`src/rtl/div_arb_pkg.sv`:
```
// Shared types and constants for the two-requester divider arbiter.
// Optional remainder output is enabled by defining DIV_ARB_REM_EN.
package div_arb_pkg;

  localparam int DATA_W  = 4;
  localparam int NREQ    = 2;
  localparam int DIV_LAT = 4;
  localparam logic [DATA_W-1:0] DZ_QUOT = 4'hF;

  typedef enum logic [1:0] {
    ST_IDLE = 2'd0,
    ST_LOAD = 2'd1,
    ST_RUN  = 2'd2,
    ST_DONE = 2'd3
  } state_t;

endpackage

```
`src/rtl/div_arb_div.sv`:
```
// 4-bit restoring sequential divider: ld captures a/b, then one quotient bit
// per cycle for DIV_LAT cycles; y holds the quotient once the steps run out.
module div_arb_div
  import div_arb_pkg::*;
(
  input  logic              clk,
  input  logic              ld,
  input  logic [DATA_W-1:0] a,
  input  logic [DATA_W-1:0] b,
  output logic [DATA_W-1:0] y
);

  logic [DATA_W-1:0] r_rem;
  logic [DATA_W-1:0] r_q;
  logic [DATA_W-1:0] r_b;
  logic [2:0]        r_steps;
  logic [DATA_W:0]   w_cat;
  logic [DATA_W-1:0] w_diff;

  // Partial remainder is always < b, so the difference fits in DATA_W bits.
  assign w_cat  = {r_rem, r_q[DATA_W-1]};
  assign w_diff = w_cat[DATA_W-1:0] - r_b;

  always_ff @(posedge clk) begin
    if (ld) begin
      r_rem   <= '0;
      r_q     <= a;
      r_b     <= b;
      r_steps <= 3'(DIV_LAT);
    end else if (r_steps != 3'd0) begin
      r_steps <= r_steps - 3'd1;
      if (w_cat >= {1'b0, r_b}) begin
        r_rem <= w_diff;
        r_q   <= {r_q[DATA_W-2:0], 1'b1};
      end else begin
        r_rem <= w_cat[DATA_W-1:0];
        r_q   <= {r_q[DATA_W-2:0], 1'b0};
      end
    end
  end

  assign y = r_q;

endmodule

```
`src/rtl/div_arb.sv`:
```
// Round-robin arbiter time-sharing one sequential divider between two
// requesters. Define DIV_ARB_REM_EN to add the registered remainder output.
module div_arb
  import div_arb_pkg::*;
(
  input  logic              clk,
  input  logic              rst_n,
  input  logic [NREQ-1:0]   req,
  input  logic [DATA_W-1:0] a0,
  input  logic [DATA_W-1:0] b0,
  input  logic [DATA_W-1:0] a1,
  input  logic [DATA_W-1:0] b1,
  output logic [NREQ-1:0]   ack,
  output logic [DATA_W-1:0] y,
  output logic              dz,
  output logic              busy,
  output state_t            o_dbg_state
`ifdef DIV_ARB_REM_EN
  ,
  output logic [DATA_W-1:0] rem
`endif
);

  localparam logic [1:0] RUN_LAST = 2'(DIV_LAT - 1);

  // Handshake: a requester raises req[i] with stable operands and holds both
  // until ack[i] pulses for one cycle; req[i] is not eligible during that pulse.
  state_t            r_state;
  state_t            w_next;
  logic [1:0]        r_cnt;
  logic [DATA_W-1:0] r_a;
  logic [DATA_W-1:0] r_b;
  logic              r_g;
  logic              r_prio;
  logic [NREQ-1:0]   r_ack;
  logic [DATA_W-1:0] r_y;
  logic              r_dz;
  logic [NREQ-1:0]   w_elig;
  logic              w_gnt;
  logic [DATA_W-1:0] w_a_sel;
  logic [DATA_W-1:0] w_b_sel;
  logic              w_start;
  logic              w_b_zero;
  logic              w_ld;
  logic              w_busy;
  logic [DATA_W-1:0] w_div_y;

  assign w_elig   = req & ~r_ack;
  assign w_gnt    = (&w_elig) ? r_prio : w_elig[1];
  assign w_a_sel  = w_gnt ? a1 : a0;
  assign w_b_sel  = w_gnt ? b1 : b0;
  assign w_start  = (r_state == ST_IDLE) && (|w_elig);
  assign w_b_zero = (w_b_sel == '0);

  always_ff @(posedge clk or negedge rst_n) begin
    if (!rst_n) r_state <= ST_IDLE;
    else        r_state <= w_next;
  end

  always_comb begin
    w_next = r_state;
    case (r_state)
      ST_IDLE: if (w_start && !w_b_zero) w_next = ST_LOAD;
      ST_LOAD: w_next = ST_RUN;
      ST_RUN:  if (r_cnt == RUN_LAST) w_next = ST_DONE;
      ST_DONE: w_next = ST_IDLE;
      default: w_next = ST_IDLE;
    endcase
  end

  always_comb begin
    w_busy = (r_state != ST_IDLE);
    w_ld   = (r_state == ST_LOAD);
  end

  always_ff @(posedge clk or negedge rst_n) begin
    if (!rst_n) begin
      r_cnt  <= '0;
      r_a    <= '0;
      r_b    <= '0;
      r_g    <= 1'b0;
      r_prio <= 1'b0;
      r_ack  <= '0;
      r_y    <= '0;
      r_dz   <= 1'b0;
    end else begin
      r_ack <= '0;
      r_cnt <= (r_state == ST_RUN) ? r_cnt + 2'd1 : 2'd0;
      if (w_start) begin
        r_a <= w_a_sel;
        r_b <= w_b_sel;
        r_g <= w_gnt;
        // Zero divisor is answered straight from IDLE without touching the divider.
        if (w_b_zero) begin
          r_ack[w_gnt] <= 1'b1;
          r_y          <= DZ_QUOT;
          r_dz         <= 1'b1;
          r_prio       <= ~w_gnt;
        end
      end
      if (r_state == ST_DONE) begin
        r_ack[r_g] <= 1'b1;
        r_y        <= w_div_y;
        r_dz       <= 1'b0;
        r_prio     <= ~r_g;
      end
    end
  end

`ifdef DIV_ARB_REM_EN
  logic [DATA_W-1:0] r_rem;
  logic [DATA_W-1:0] w_yb;

  assign w_yb = w_div_y * r_b;

  always_ff @(posedge clk or negedge rst_n) begin
    if (!rst_n) begin
      r_rem <= '0;
    end else if (w_start && w_b_zero) begin
      r_rem <= w_a_sel;
    end else if (r_state == ST_DONE) begin
      r_rem <= r_a - w_yb;
    end
  end

  assign rem = r_rem;
`endif

  div_arb_div u_div (
    .clk (clk),
    .ld  (w_ld),
    .a   (r_a),
    .b   (r_b),
    .y   (w_div_y)
  );

  assign ack         = r_ack;
  assign y           = r_y;
  assign dz          = r_dz;
  assign busy        = w_busy;
  assign o_dbg_state = r_state;

endmodule
```
`config.mk`:
```
export PLATFORM = sky130hd
export DESIGN_NAME = div_arb
export DESIGN_NICKNAME = d
export VERILOG_FILES = /design/src/rtl/div_arb_pkg.sv /design/src/rtl/div_arb_div.sv /design/src/rtl/div_arb.sv
export SDC_FILE = /design/constraint.sdc
export NUM_CORES = 1
export LEC_CHECK = 0
export CORE_MARGIN = 3
export CORE_UTILIZATION = 57
export DETAILED_ROUTE_END_ITERATION = 10
export HOLD_SLACK_MARGIN = 0.12
export PLACE_DENSITY = 0.82
export SLEW_MARGIN = 20
export SYNTH_ARGS = -nofsm -noshare
export SYNTH_HDL_FRONTEND = slang
export SYNTH_HIERARCHICAL = 1
export SYNTH_SLANG_ARGS = --single-unit
```
`constraint.sdc`:
```
create_clock -name clk -period 2.95 [get_ports clk]
set_input_delay 0.4425 -clock clk [delete_from_list [all_inputs] [get_ports clk]]
set_output_delay 0.4425 -clock clk [all_outputs]
set_load 0.01 [all_outputs]
```
# Yosys cells after proc, flatten, opt, wreduce, memory -nomap -nowiden

Cells that the tools add are included.

Bitwise operators: 5
Add/subtract/negate cells: 3
Reduce and logical (&&, ||, !) cells: 16
Magnitude comparators: 5
Equality and inequality tests: 6
Muxes and demuxes: 27

Operators by type and width:

| kind                  | number |
|---|---|
| $mux W4               | 8 |
| $mux W2               | 6 |
| $mux W1               | 10 |
| $pmux W2 S4           | 1 |
| $reduce_bool A2 Y1    | 4 |
| $eq A2 B2 Y1 const B  | 3 |
| $reduce_and A2 Y1     | 3 |
| $ge A5 B4 Y1          | 1 |
| $logic_and A1 B1 Y1   | 4 |
| $logic_not A4 Y1      | 1 |
| $lt A1 B2 Y1 const B  | 2 |
| $sub A4 B4 Y4         | 1 |
| $reduce_bool A3 Y1    | 1 |
| $sub A3 B1 Y3 const B | 1 |
| $add A2 B1 Y2 const B | 1 |
| $and A2 B2 Y2         | 1 |
| $demux W1 S1          | 2 |
| $eq A2 B1 Y1 const B  | 1 |
| $ge A1 B1 Y1 const B  | 2 |
| $logic_not A2 Y1      | 1 |
| $ne A2 B1 Y1 const B  | 1 |
| $ne A2 B2 Y1 const B  | 1 |
| $not A1 Y1            | 2 |
| $not A2 Y2            | 1 |
| other kinds (3)       | 3 |

Input bits: 20
Output and inout bits: 10
Word-level logic and storage cells: 75
Register bits after elaboration: 36

# Depth between registers and ports, before layout

Depth in word-level cells: 12
Gate-level depth with buffers: 7
Gate-level depth less buffers: 6

# Cells and area by module

The synthesis kept the hierarchy.

Modules (own cells, without submodules):

| module      | sequential area each (um^2) | area each (um^2) | instances | cells an instance |
|---|---|---|---|---|
| div_arb     | 525.5                       | 1102.3           | 1         | 102 |
| div_arb_div | 380.4                       | 768.2            | 1         | 68 |

# Least setup slack after synthesis

OpenSTA, ideal clock, no wires.

Path kind: reg-to-reg
From: reg u_div.r_b[1]
To: reg u_div.r_q[0] (netlist: u_div/y[0]) (data pin)
Cell stages (with the launch flop): 7
Period minus slack after synthesis: 1889 ps
Data required time: 2690 ps
Setup slack: 1061 ps
Buffers on the path: 0
Arrival: 1630 ps
Setup time: 260 ps
Path through: edfxtp_1 > inv_1 > ha_1 > nor2b_4 > o31a_1 > or2_2 > mux2_2

Cells in the longest elaborated chain, start to end: 4

Ends and longest elaborated chain:

| what                   | RTL line          | text |
|---|---|---|
| start, declared        | div_arb_div.sv:15 | `logic [DATA_W-1:0] r_b;` |
| start signal, assigned | div_arb_div.sv:28 | `r_b <= b;` |
| $ge A5 B4 Y1           | div_arb_div.sv:32 | `if (w_cat >= {1'b0, r_b}) begin` |
| $mux W1                | div_arb_div.sv:32 |  |
| $mux W4                | div_arb_div.sv:30 | `end else if (r_steps != 3'd0) begin` |
| $mux W4                | div_arb_div.sv:25 | `if (ld) begin` |
| end signal, assigned   | div_arb_div.sv:34 | `r_q <= {r_q[DATA_W-2:0], 1'b1};` |
| end signal, assigned   | div_arb_div.sv:37 | `r_q <= {r_q[DATA_W-2:0], 1'b0};` |
| end, declared          | div_arb_div.sv:14 | `logic [DATA_W-1:0] r_q;` |

Every way passes these cells. The select of a mux whose other input is x is not followed.
A chain may end at the register's enable or synchronous reset.

# Worst setup path after layout

From: reg r_state[1] (netlist: o_dbg_state[1])
To: out busy

Cells in the longest elaborated chain, start to end: 1

Ends and longest elaborated chain:

| what                   | RTL line      | text |
|---|---|---|
| start, declared        | div_arb.sv:28 | `state_t r_state;` |
| start signal, assigned | div_arb.sv:57 | `else r_state <= w_next;` |
| $reduce_bool A2 Y1     | div_arb.sv:72 | `w_busy = (r_state != ST_IDLE);` |
| end, declared          | div_arb.sv:16 | `output logic busy,` |

Every way passes these cells.

==> flow_summary.html <==
<table>
<tr><th>Metric</th><th>Value</th></tr>
<tr><th colspan="2">Critical path</th></tr>
<tr><td>Start-to-end type of the worst setup path</td><td>flop to output pin</td></tr>
<tr><td>Family with the most delay on the worst path</td><td>buffers and inverters</td></tr>
<tr><td>Termination of the worst setup path</td><td>busy</td></tr>
<tr><td>Cell type of the slowest stage on the worst timing path</td><td>sky130_fd_sc_hd__clkdlybuf4s50_1</td></tr>
<tr><td>Critical path, cell by cell</td><td>inv_1 &gt; ha_1 &gt; inv_1 &gt; clkdlybuf4s50_1</td></tr>
<tr><td>Highest cell delay on the worst timing path</td><td>0.53 ns</td></tr>
<tr><td>Critical R2R Launch</td><td>o_dbg_state[1]$_DFFE_PN0P_</td></tr>
<tr><td>Largest driver fanout on the critical path</td><td>7</td></tr>
<tr><td>CP endpoint kind</td><td>output pin</td></tr>
<tr><td>Number of cells on the critical path</td><td>4</td></tr>
<tr><td>Arrival time at the worst endpoint</td><td>1.82 ns</td></tr>
<tr><td>Critical path data required time</td><td>2.51 ns</td></tr>
<tr><td>Crit path top cell by count</td><td>sky130_fd_sc_hd__inv_1</td></tr>
<tr><td>Path depth of the worst reg2reg path</td><td>4</td></tr>
<tr><td>Startpoint type of the worst setup path</td><td>flop</td></tr>
<tr><td>Start point of the critical path</td><td>o_dbg_state[1]$_DFFE_PN0P_</td></tr>
<tr><td>Worst-case register-to-register setup slack</td><td>0.76 ns</td></tr>
<tr><td>Critical register-to-register path endpoint</td><td>u_div/y[1]$_DFFE_PP_</td></tr>
<tr><td>CP bufs+invs</td><td>3</td></tr>
<tr><th colspan="2">Timing</th></tr>
<tr><td>Number of hold violations in the final report</td><td>0</td></tr>
<tr><td>Final clock skew</td><td>0.0111 ns</td></tr>
<tr><td>Slew at the pin with the worst max-slew slack</td><td>0.908 ns</td></tr>
<tr><td>Final sum of negative setup slack</td><td>0 ns</td></tr>
<tr><td>Period Utilization, post-route</td><td>76.5%</td></tr>
<tr><td>Setup repair after global routing missed its margin</td><td>no</td></tr>
<tr><td>Max Fclk</td><td>0.443 GHz</td></tr>
<tr><td>Worst rel slew slack</td><td>39.2%</td></tr>
<tr><td>Final period demand of the worst path</td><td>2.26 ns</td></tr>
<tr><td>Number of pins exceeding their max-slew limit in the final report</td><td>0</td></tr>
<tr><td># setup viols final</td><td>0</td></tr>
<tr><th colspan="2">Finish</th></tr>
<tr><td># nets final</td><td>232</td></tr>
<tr><td>Top library cells by usage in the layout, fill and taps aside</td><td>sky130_fd_sc_hd__clkdlybuf4s50_1, sky130_fd_sc_hd__dfrtp_1, sky130_fd_sc_hd__inv_1, sky130_fd_sc_hd__nand2_1, sky130_fd_sc_hd__ha_1</td></tr>
<tr><td>Area added between synthesis and finish</td><td>20.3%</td></tr>
<tr><td>Layout cell share with drive strength beyond 1</td><td>9.95%</td></tr>
<tr><td>Diodes inserted</td><td>0</td></tr>
<tr><td>Final standard cell area without fillers</td><td>0.00225 mm^2</td></tr>
<tr><td>Core occupancy in the finished layout</td><td>72.5%</td></tr>
<tr><td>Most common library cell in the layout ignoring fill and taps</td><td>sky130_fd_sc_hd__clkdlybuf4s50_1</td></tr>
<tr><th colspan="2">Floorplan</th></tr>
<tr><td>Total number of placement rows</td><td>20</td></tr>
<tr><td>IO Count</td><td>30</td></tr>
<tr><td>Die Height</td><td>63.3 um</td></tr>
<tr><td>Die ar.</td><td>0.00400 mm^2</td></tr>
<tr><td>Width of the die</td><td>63.3 um</td></tr>
<tr><td>Initial cell density of the core</td><td>60.3%</td></tr>
<tr><td>Standard cell core area</td><td>0.00310 mm^2</td></tr>
<tr><th colspan="2">Hold path</th></tr>
<tr><td>Class of the tightest hold or removal check</td><td>flop to flop</td></tr>
<tr><th colspan="2">Yosys</th></tr>
<tr><td>Flip-flop and latch count after synthesis</td><td>36</td></tr>
<tr><td>Synth warn</td><td>6</td></tr>
<tr><td>Synth async-reset ratio</td><td>58.3%</td></tr>
<tr><td>Mapped Avg Cell Area</td><td>11.0 um^2</td></tr>
<tr><td>Fraction of the mapped netlist area in compound gates</td><td>16.4%</td></tr>
<tr><td>Cell count after synthesis</td><td>170</td></tr>
<tr><td>Top_reg_cell synth</td><td>sky130_fd_sc_hd__dfrtp_1</td></tr>
<tr><td>Sequential-to-total area share from yosys stat</td><td>48.4%</td></tr>
<tr><td>Share of synthesized cell area in full adder, half adder and majority cells</td><td>8.43%</td></tr>
<tr><td>Cell Area, Synth</td><td>0.00187 mm^2</td></tr>
<tr><td>Multiplexer fraction of the synthesized cell area</td><td>6.69%</td></tr>
<tr><td>Number of distinct library cell variants in the gate-level netlist after synthesis</td><td>48</td></tr>
<tr><td>Total nets after synthesis</td><td>202</td></tr>
<tr><td>Post-Synth Simple-Gate Area</td><td>14.6%</td></tr>
<tr><td>Dominant combinational cell family by area after synthesis</td><td>compound AO/OA/AOI/OAI gates</td></tr>
<tr><td>Synth Area in XOR/XNOR</td><td>0.936%</td></tr>
<tr><td>Number of enable flip-flop cells after synthesis</td><td>8</td></tr>
<tr><th colspan="2">Clocking</th></tr>
<tr><td>Buffer cell driving the clock tree root</td><td>sky130_fd_sc_hd__clkbuf_4</td></tr>
<tr><td>Maximum buffer depth of the clock tree</td><td>2</td></tr>
<tr><td>Sink count of the clock tree</td><td>36</td></tr>
<tr><td>CTS tree</td><td>built</td></tr>
<tr><td># resized after CTS</td><td>0</td></tr>
<tr><td>Number of buffers inserted to repair setup after CTS</td><td>0</td></tr>
<tr><td>Clock latency at the later pin of the worst-skew pair</td><td>0.36 ns</td></tr>
<tr><td>H-tree depth reported by CTS</td><td>2</td></tr>
<tr><td>Clock transition at path regs</td><td>0.11 ns</td></tr>
<tr><td>Total of hold buffers inserted after clock tree synthesis</td><td>0</td></tr>
<tr><td>Number of buffers inserted during clock tree synthesis</td><td>5</td></tr>
<tr><th colspan="2">Power</th></tr>
<tr><td>Total leakage power</td><td>0.964 nW</td></tr>
<tr><td>Worst supply voltage drop on vdd</td><td>0.000526 V</td></tr>
<tr><td>Power per cell area</td><td>1090 mW/mm^2</td></tr>
<tr><th colspan="2">Placed design</th></tr>
<tr><td>Routability congestion estimate</td><td>0.861</td></tr>
<tr><td>Sum of net half-perimeters after detailed placement</td><td>2790 um</td></tr>
<tr><td>Input/output buffers</td><td>29</td></tr>
<tr><td>Placed cell areas</td><td>0.00219 mm^2</td></tr>
<tr><th colspan="2">Drt</th></tr>
<tr><td>DRC violations left</td><td>0</td></tr>
<tr><td>Via total after detailed routing</td><td>1389</td></tr>
<tr><td>Total wire length after detailed routing</td><td>3620 um</td></tr>
<tr><td>Iteration-0 DRC Markers</td><td>103</td></tr>
<tr><td>Wire length per cell after detailed routing</td><td>14.8 um</td></tr>
<tr><td>Remaining antenna violation count after routing</td><td>0</td></tr>
<tr><td>Post-detailed-route via-to-cell ratio</td><td>5.67</td></tr>
<tr><td>First-pass DRT Iterations</td><td>4</td></tr>
<tr><th colspan="2">Job</th></tr>
<tr><td>Max-cap violations</td><td>0</td></tr>
<tr><th colspan="2">GRT</th></tr>
<tr><td>Number of global-route vias before repair</td><td>1369</td></tr>
<tr><td>Wire length of the first global-routing pass</td><td>6170 um</td></tr>
<tr><td>Pin count of the biggest net entering global routing</td><td>23</td></tr>
<tr><td>Overall global routing resource usage</td><td>20.1%</td></tr>
<tr><td>Total congestion overflow after global routing</td><td>0</td></tr>
<tr><td>Antenna violations before repair</td><td>0</td></tr>
<tr><th colspan="2">Outcome</th></tr>
<tr><td>Outcome</td><td>completed</td></tr>
</table>
cells by family (layout without fill, tap and decap cells):
group,count (synthesis),count (layout)
adders and majority gates,12,12
muxes,12,12
DFF,36,36
and+or+nand+nor,47,47
xor gates and xnor gates,2,2
AOI/OAI and AO/OA,40,40
buffers and inverters,21,52
final cells by class:
type | count | area [um^2]
Clock buffer | 7 | 55.1
Clock inverter | 1 | 7.51
Fill cell | 255 | 852
Inverter | 15 | 56.3
Multi-Input combinational cell | 113 | 881
Sequential cell | 36 | 906
Tap cell | 44 | 55.1
Timing Repair Buffer | 29 | 290
Yosys cell counts, types with 3 or more instances:
cell                        number  area, um^2
sky130_fd_sc_hd__ha_1           11         138
sky130_fd_sc_hd__nand2_1        15        56.3
sky130_fd_sc_hd__o21ai_1         4        20.0
sky130_fd_sc_hd__o211ai_1        3        22.5
sky130_fd_sc_hd__dfrtp_1        21         526
sky130_fd_sc_hd__clkbuf_1        3        11.3
sky130_fd_sc_hd__nand2b_1        3        18.8
sky130_fd_sc_hd__edfxtp_1        8         240
sky130_fd_sc_hd__nor2b_1         3        18.8
sky130_fd_sc_hd__o31ai_1         3        22.5
sky130_fd_sc_hd__dfxtp_1         7         140
sky130_fd_sc_hd__inv_1          15        56.3
sky130_fd_sc_hd__o21ai_0         8        40.0
sky130_fd_sc_hd__or3_1           3        18.8
sky130_fd_sc_hd__nor2_1         10        37.5
sky130_fd_sc_hd__mux2_2          4        45.0
sky130_fd_sc_hd__a2bb2oi_1       4        35.0
sky130_fd_sc_hd__mux2i_1         8        80.1
how the worst min path moves through the flow:
stage	start	endpoint	slack [ns]	cells past startpoint
CTS	r_b[0]$_DFFE_PN0P_	u_div/r_b[0]$_DFFE_PP_	0.45	0
global route	r_b[0]$_DFFE_PN0P_	u_div/r_b[0]$_DFFE_PP_	0.45	0
global placement	r_cnt[0]$_DFF_PN0_	r_cnt[0]$_DFF_PN0_	0.42	1
finish	r_cnt[0]$_DFF_PN0_	r_cnt[0]$_DFF_PN0_	0.44	1
detailed placement	r_cnt[0]$_DFF_PN0_	r_cnt[0]$_DFF_PN0_	0.43	1
floorplan	rst_n	ack[0]$_DFF_PN0_	0.15	0
report_power, final:
part           internal, mW  switching (mW)  total [mW]
clock                 0.117           0.167       0.284
sequential            0.779           0.147       0.926
combinational         0.607           0.630        1.24
state kept, by name, indices dropped and copies added, names as in the netlist:
signal / count
u_div/y: 4
u_div/r_rem: 4
r_b: 4
r_cnt: 2
r_prio: 1
r_a: 4
y: 4
o_dbg_state: 2
u_div/r_b: 4
dz: 1
ack: 2
r_g: 1
u_div/r_steps: 3
through the flow:
step	std cells	power, mW	hold slack (ns)	worst slack [ns]
finish	245	2.45	0.445	0.692
global route	245	2.65	0.451	0.558
CTS	245	2.45	0.447	0.694
detailed placement	237	2.17	0.429	0.670
global placement	237	2.09	0.424	0.758
floorplan	170	1.79	0.147	1.06
per-layer routing:
layer / global-route usage, % / vias to the layer above / share of wire [%]
li1: - / 670 / -
met1: 23.7 / 683 / 44
met2: 33.3 / 29 / 49
met3: 6.77 / 7 / 4.9
met4: 8.89 / 0 / 1.6
met5: 0 / - / 0
Note: power is estimated with default switching activity, not from simulation.
